<file path="config.mk">
export PLATFORM = sky130hd
export DESIGN_NAME = bp_predec_ras
export DESIGN_NICKNAME = d
export VERILOG_FILES = /design/src/rtl/bp_predec_ras.sv
export SDC_FILE = /design/constraint.sdc
export NUM_CORES = 1
export LEC_CHECK = 0
export CAP_MARGIN = 5
export CORE_MARGIN = 4
export CORE_UTILIZATION = 56
export CTS_BUF_LIST = sky130_fd_sc_hd__clkbuf_4 sky130_fd_sc_hd__clkbuf_8
export CTS_CLUSTER_SIZE = 16
export DETAILED_ROUTE_END_ITERATION = 7
export PLACE_DENSITY = 0.89
export SKIP_CTS_REPAIR_TIMING = 1
export SYNTH_ARGS = -nofsm -noshare
export SYNTH_HDL_FRONTEND = slang
export SYNTH_SLANG_ARGS = --single-unit
</file>
<file path="constraint.sdc">
create_clock -name i_clk -period 5 [get_ports i_clk]
set_input_delay 0.75 -clock i_clk [delete_from_list [all_inputs] [get_ports i_clk]]
set_output_delay 0.75 -clock i_clk [all_outputs]
set_load 0.03 [all_outputs]
</file>
<file path="src/rtl/bp_predec_ras.sv">
// bp_predec_ras: registered branch pre-decoder predicting the next fetch PC,
// with an internal return-address stack for call/return pairs.
module bp_predec_ras #(
    parameter int RISCV_ARCH = 64,
    parameter int RAS_DEPTH  = 8
) (
    input  logic                  i_clk,
    input  logic                  i_nrst,
    input  logic                  i_flush,
    input  logic                  i_req_valid,
    output logic                  o_req_ready,
    input  logic                  i_c_valid,
    input  logic [RISCV_ARCH-1:0] i_addr,
    input  logic [31:0]           i_data,
    output logic                  o_resp_valid,
    input  logic                  i_resp_ready,
    output logic                  o_jmp,
    output logic [RISCV_ARCH-1:0] o_pc,
    output logic [RISCV_ARCH-1:0] o_npc,
    output logic                  o_ras_empty
);
    localparam int PW = $clog2(RAS_DEPTH);
    localparam int CW = $clog2(RAS_DEPTH + 1);

    logic [RISCV_ARCH-1:0] r_ras [RAS_DEPTH];
    logic [PW-1:0]         r_ptr;
    logic [CW-1:0]         r_cnt;
    logic                  r_valid;
    logic                  r_jmp;
    logic [RISCV_ARCH-1:0] r_pc;
    logic [RISCV_ARCH-1:0] r_npc;

    logic                  w_accept;
    logic                  w_jal;
    logic                  w_br;
    logic                  w_cj;
    logic                  w_ret;
    logic                  w_is_ret;
    logic                  w_has_ret;
    logic                  w_push;
    logic                  w_pop;
    logic                  w_jmp;
    logic [PW-1:0]         w_ptr_m1;
    logic [RISCV_ARCH-1:0] w_off;
    logic [RISCV_ARCH-1:0] w_npc;

    assign o_req_ready  = !r_valid | i_resp_ready;
    assign w_accept     = i_req_valid & o_req_ready & !i_flush;
    assign o_resp_valid = r_valid;
    assign o_jmp        = r_jmp;
    assign o_pc         = r_pc;
    assign o_npc        = r_npc;
    assign o_ras_empty  = r_cnt == '0;

    assign w_jal     = i_data[6:0] == 7'h6F;
    assign w_br      = i_data[6:0] == 7'h63 && i_data[31];
    assign w_cj      = i_c_valid && i_data[15:13] == 3'b101 && i_data[1:0] == 2'b01;
    assign w_ret     = i_data == 32'h0000_8067 || (i_c_valid && i_data[15:0] == 16'h8082);
    assign w_is_ret  = w_ret & !w_jal & !w_br & !w_cj;
    assign w_has_ret = w_is_ret & (r_cnt != '0);
    assign w_ptr_m1  = r_ptr - PW'(1);
    assign w_jmp     = w_jal | w_br | w_cj | w_has_ret;
    assign w_push    = w_accept & w_jal & (i_data[11:7] == 5'd1 || i_data[11:7] == 5'd5);
    assign w_pop     = w_accept & w_has_ret;

    always_comb begin
        w_off = w_jal ? {{(RISCV_ARCH-21){i_data[31]}}, i_data[31], i_data[19:12], i_data[20], i_data[30:21], 1'b0}
              : w_br  ? {{(RISCV_ARCH-13){i_data[31]}}, i_data[31], i_data[7], i_data[30:25], i_data[11:8], 1'b0}
              :         {{(RISCV_ARCH-12){i_data[12]}}, i_data[12], i_data[8], i_data[10:9], i_data[6],
                         i_data[7], i_data[2], i_data[11], i_data[5:3], 1'b0};
        w_npc = (w_jal | w_br | w_cj)              ? i_addr + w_off
              : w_has_ret                          ? r_ras[w_ptr_m1]
              : (i_c_valid && i_data[1:0] != 2'b11) ? i_addr + RISCV_ARCH'(2)
              :                                      i_addr + RISCV_ARCH'(4);
    end

    always_ff @(posedge i_clk) begin
        if (!i_nrst) begin
            r_valid <= 1'b0;
            r_jmp   <= 1'b0;
            r_pc    <= '0;
            r_npc   <= '0;
        end else if (i_flush) begin
            r_valid <= 1'b0;
        end else if (w_accept) begin
            r_valid <= 1'b1;
            r_jmp   <= w_jmp;
            r_pc    <= i_addr;
            r_npc   <= w_npc;
        end else if (i_resp_ready) begin
            r_valid <= 1'b0;
        end
    end

    // A push onto a full stack overwrites the oldest entry; the count saturates.
    always_ff @(posedge i_clk) begin
        if (!i_nrst) begin
            r_ptr <= '0;
            r_cnt <= '0;
            for (int k = 0; k < RAS_DEPTH; k++) r_ras[k] <= '0;
        end else if (w_push) begin
            r_ras[r_ptr] <= i_addr + RISCV_ARCH'(4);
            r_ptr        <= r_ptr + PW'(1);
            r_cnt        <= (r_cnt == CW'(RAS_DEPTH)) ? r_cnt : r_cnt + CW'(1);
        end else if (w_pop) begin
            r_ptr <= w_ptr_m1;
            r_cnt <= r_cnt - CW'(1);
        end
    end
endmodule

</file>
# [After elaboration in Yosys (flattened, before gate mapping)]
# Memories as Yosys holds them, arrays and structs flattened.
# Cells that the tools add are included.
# W data, S select, Z words.
[word_totals] ramBits=512 register_bits=137 elab_cells=79 inputBits=102 mem_count=1
[op_classes] n_bitwise=15 n_eq_ne=11 n_mux=19 n_reduce_logical=20 n_addsub=7
[memory_table] memory="r_ras" words=8 word_bits=64 rd=1 rd_clocked_by_memory_dff=0 wr=8 line_no="25" source="logic [RISCV_ARCH-1:0] r_ras [RAS_DEPTH];"
[ops] operator="$mux W64" count=6
[ops] operator="$add A64 B2 Y64 const B" count=1
[ops] operator="$add A64 B3 Y64 const B" count=1
[ops] operator="$add A64 B64 Y64" count=1
[ops] operator="$reduce_or A64 Y1" count=1
[ops] operator="$eq A32 B16 Y1 const B" count=1
[ops] operator="$eq A16 B16 Y1 const B" count=1
[ops] operator="$eq A7 B7 Y1 const B" count=2
[ops] operator="$mux W4" count=3
[ops] operator="$and A1 B1 Y1" count=9
[ops] operator="$mux W3" count=3
[ops] operator="$mux W1" count=7
[ops] operator="$eq A5 B1 Y1 const B" count=1
[ops] operator="$eq A5 B3 Y1 const B" count=1
[ops] operator="$logic_and A1 B1 Y1" count=5
[ops] operator="$logic_not A1 Y1" count=5
[ops] operator="$add A4 B1 Y4 const B" count=1
[ops] operator="$eq A4 B4 Y1 const B" count=1
[ops] operator="$logic_not A4 Y1" count=1
[ops] operator="$ne A2 B2 Y1 const B" count=2
[ops] operator="$or A1 B1 Y1" count=4
[ops] operator="$reduce_and A2 Y1" count=2
[ops] operator="$reduce_bool A2 Y1" count=2
[ops] operator="$reduce_bool A4 Y1" count=1
[ops] operator="other kinds (8)" count=10

# [Logic depth before layout (Yosys ltp)]
[logic_depth] ltp_word=11 ltp_mapped=18

# [Worst setup path after synthesis]
# OpenSTA, ideal clock, no wires.
[synth_timing] path_type="input port to flip-flop" from="input port i_data[3]" to="register r_npc[61] (netlist: o_npc[61])" required_time_ns=4.880 setup_time_ns=0.120 path_stages=18 path_buffers=2 slack_ns=-0.291 arrival_time_ns=5.171 cell_sequence="nor3b_1 -> o211ai_2 -> nand2b_1 -> clkbuf_1 -> o21ai_0 -> inv_1 -> ha_1 -> clkbuf_1 -> a21oi_1 -> o21ai_0 -> a221oi_2 -> nand4_1 -> o211ai_1 -> or3b_1 -> a41oi_2 -> o21ai_1 -> a41o_1 -> a211o_1"
[synth_via] elab_chain_cells=9 elab_cells_between_ends=20
[synth_lines] element="start, declared" line_no="14" source="input logic [31:0] i_data,"
[synth_lines] element="branches (longest 8 deep; another with $add A64 B64 Y64)"
[synth_lines] element="$mux W64 *" line_no="71" source="w_npc = (w_jal | w_br | w_cj) ? i_addr + w_off"
[synth_lines] element="end signal, assigned" line_no="89" source="r_npc <= w_npc;"
[synth_lines] element="end, declared" line_no="31" source="logic [RISCV_ARCH-1:0] r_npc;"
# Mark *: on every way between the ends.
# A chain may end at the register's enable or synchronous reset.

# [Worst setup path in the final report]
[layout_timing] from="input port i_data[4]" to="register r_npc[61] (netlist: o_npc[61])"
# Same word-level chain as after synthesis.

==> impl_metrics.toml <==
[finish]
seq_area_um2 = 18100
fillers = 3906
final_util_pct = 67.9
drive_gt1_share_pct = 16.7
fin_cells = 4317
multiInputGateArea_um2 = 14500
fin_nets = 3631
area_delta_synth_final_pct = 19.9

[pwr]
power_w = 0.0125
peakVddDrop_uv = 264
powerDensity_nw_per_um2 = 311
leakage_nw = 14.7

[placement]
io_buffers = 233
placed_cells = 4134
gp_congestion = 1.01
hpwl_um = 74900

[synth]
synth_async_sr_flop_share_pct = 0
synthCells = 3109
yosys.area.top_type = "edfxtp_1"
yosysTopAreaCellShare_pct = 46.0
synth-seq-area-share_pct = 54.2
synthTopCellsByArea = "edfxtp_1, mux4_2, dfxtp_1"
synth.distinct_cells = 76
ys_ff_latch = 649
syn_area_per_cell_um2 = 10.8
ys_warn_count = 0
synthesis.nets = 3281
synth_edf_count = 512
synth_area_um2 = 33400
synth_flop_cell = "edfxtp_1"

[critical_path]
cp_slowest_stage_delay_ns = 0.46
crit_family = "compound AO/OA/AOI/OAI gates"
crit_path_end_kind = "flip-flop"
crit_buf_inv = 2
slowest_stage = "clkdlybuf4s50_1"
required_ns = 5.62
worstPathCellList = "clkdlybuf4s50_1 > and4b_1 > and2_1 > nand2_1 > buf_4 > nor2_1 > nor2_1 > ha_1 > fa_1 > a21oi_1 > o211ai_1 > nand4_1 > a31oi_1 > o211ai_1 > or3b_1 > a41oi_2 > o21ai_1 > a41o_1 > a211o_1"
regToRegSetupSlack_ns = 1.50
ff2ff_path_depth = 9
arrival_ns = 5.16
cp_max_fo = 10
startpoint_type = "primary input"
path_class = "primary input to flip-flop"
crit_path_start = "i_data[4]"
worst_r2r_endpoint = "o_npc[30]"
r2r_start = "r_ptr[0]"

[clocking]
clock_latency_ns = 0.75
clockBufferDepth = 3
cts_buffers = 96
clkSinkCount = 649
htreeDepth = 3
path_clk_slew_ns = 0.06
tritoncts = "built"
cts_root_buf = "clkbuf_8"

[grt]
grt_usage_pct = 36.2
grt_pass1_vias = 28000
antenna_found_initial = 4
grt-ovfl-total = 0
grt_pass1_wl_um = 174000
grt_max_degree = 176

[route]
drc = 0
dr.pass1.iters = 8
drtAntennaViolNets = 0
avgRoutedWirePerCell_um = 27.3
wl_um = 118000
vias = 28800
vias_per_cell = 6.67
first_iter_violations = 4672

[min_path]
hold_path.startpoint = "o_pc[10]"
hold_path_end = "o_pc[10]"
hp-class = "flip-flop to flip-flop"
holdPathStages = 2

[timing]
grt_setup_unrepaired = "no"
max-slew-margin-rel_pct = 23.4
fin_crit_sh_pct = 90.8
fin_crit_ns = 4.54
fmax_mhz = 220
setup_viol = 0
hold_viol = 0
final.setup.tns_ns = 0
drv_slew = 0
fin_skew_ns = 0.0357
worst_slew_pin_slew_ns = 1.14

[outcome]
status = "finished, final reports clean"

[die]
die_h_um = 252
coreArea_um2 = 59000
dieArea_um2 = 63700
pin_count = 234
start_util_pct = 56.6
std_cell_rows = 89
die_w_um = 252

[run]
drv_cap = 0
[layout by cell type (no fill, tap or decap), drive strengths merged, types with 17 or more instances in the layout]
cell,instances
xor2,79
inv,38
a211oi,25
a21oi,220
nor3,62
nand3,55
dfxtp,137
nand4,46
nor2,652
clkdlybuf4s50,232
and3,24
clkbuf,139
clkinv,31
ha,68
a221oi,17
mux2i,38
o21a,18
a21o,28
o221ai,22
edfxtp,512
mux4,128
xnor2,93
buf,247
o21ai,116
nand2,330
[worst max-delay path by stage]
stage | slack [ns] | cells past startpoint | end
2_1_floorplan | 0.06 | 18 | o_npc[61]
3_3_place_gp | -0.10 | 18 | o_npc[61]
3_5_place_dp | -0.20 | 18 | o_npc[61]
4_1_cts | 0.54 | 18 | o_npc[61]
5_1_grt | 0.26 | 19 | o_npc[61]
6_report | 0.46 | 19 | o_npc[61]
[Yosys cell counts (4+ instances only)]
master      n
buf_1      43
a211oi_1   25
nor2_1    652
and4_1     12
and2_1     15
and3_1     24
a221oi_1   16
clkbuf_1  164
or3_1      10
o211ai_1   11
a21o_1     28
nand3_1    55
dfxtp_1   137
o21ai_0   113
o221ai_1   22
a31oi_1    15
ha_1       68
xnor2_1    93
mux4_2    128
inv_1      34
nand4_1    45
buf_2      17
nor4b_1     6
nand2_1   330
xor2_1     79
o22ai_1     8
nor4_1     12
nor2b_1     6
a21oi_1   220
nor3_1     60
mux2_2      6
o31a_1      4
nor3b_1     6
o31ai_1     5
edfxtp_1  512
mux2i_1    38
o21a_1     18
o21bai_1   13
nand2b_1    7
[worst min-delay path, stage by stage, from the launching register on]
cell	delay, ns
dfxtp_1	0.31
nand2_1	0.05
a21oi_1	0.05
[through the flow]
stage / setup slack (ns) / instance area, µm² / hold WS, ns
floorplan: 0.0583 / 33500 / 0.472
global placement: -0.104 / 38100 / 0.440
detailed placement: -0.201 / 38100 / 0.447
CTS: 0.536 / 40100 / 0.454
global route: 0.256 / 40100 / 0.471
finish: 0.460 / 40100 / 0.455
[registers in the layout, indices dropped and copies added, names as in the netlist]
name / cells
o_jmp: 1
o_npc: 64
o_pc: 64
o_resp_valid: 1
r_cnt: 4
r_ptr: 3
r_ras: 512
[layout make-up]
class | count | share of cell area (%)
diodes | 2 | 0.0125
clock buffers | 139 | 4.21
clock inverters | 42 | 0.809
inverters | 35 | 0.337
multi-input cells | 2198 | 36.1
flip-flops and latches | 649 | 45.2
well taps | 773 | 2.41
repair buffers | 479 | 10.9
[where the power goes]
group	switching, W	internal, W
Combinational	0.00108	0.000697
Sequential	0.000102	0.00601
Clock	0.00222	0.00236
Total	0.00339	0.00907
[routing by layer]
metal / vias up / global-route usage, % / share of wire (%)
met5: - / 0 / 0.011
li1: 12000 / - / -
met3: 594 / 12.2 / 16
met1: 13500 / 46.5 / 34
met4: 2 / 17.4 / 5.7
met2: 2725 / 56.0 / 45
[cell families after synthesis]
kind of cell               after synthesis  share of synthesized area [%]
buffers and inverters                  262                           3.02
adders and majority gates               70                           2.67
DFF                                    649                           54.2
xor gates and xnor gates               172                           4.51
and+or+nand+nor                       1254                           16.0
muxes                                  172                           9.97
AOI/OAI and AO/OA                      530                           9.67
Note: power is estimated with default switching activity, not from simulation.
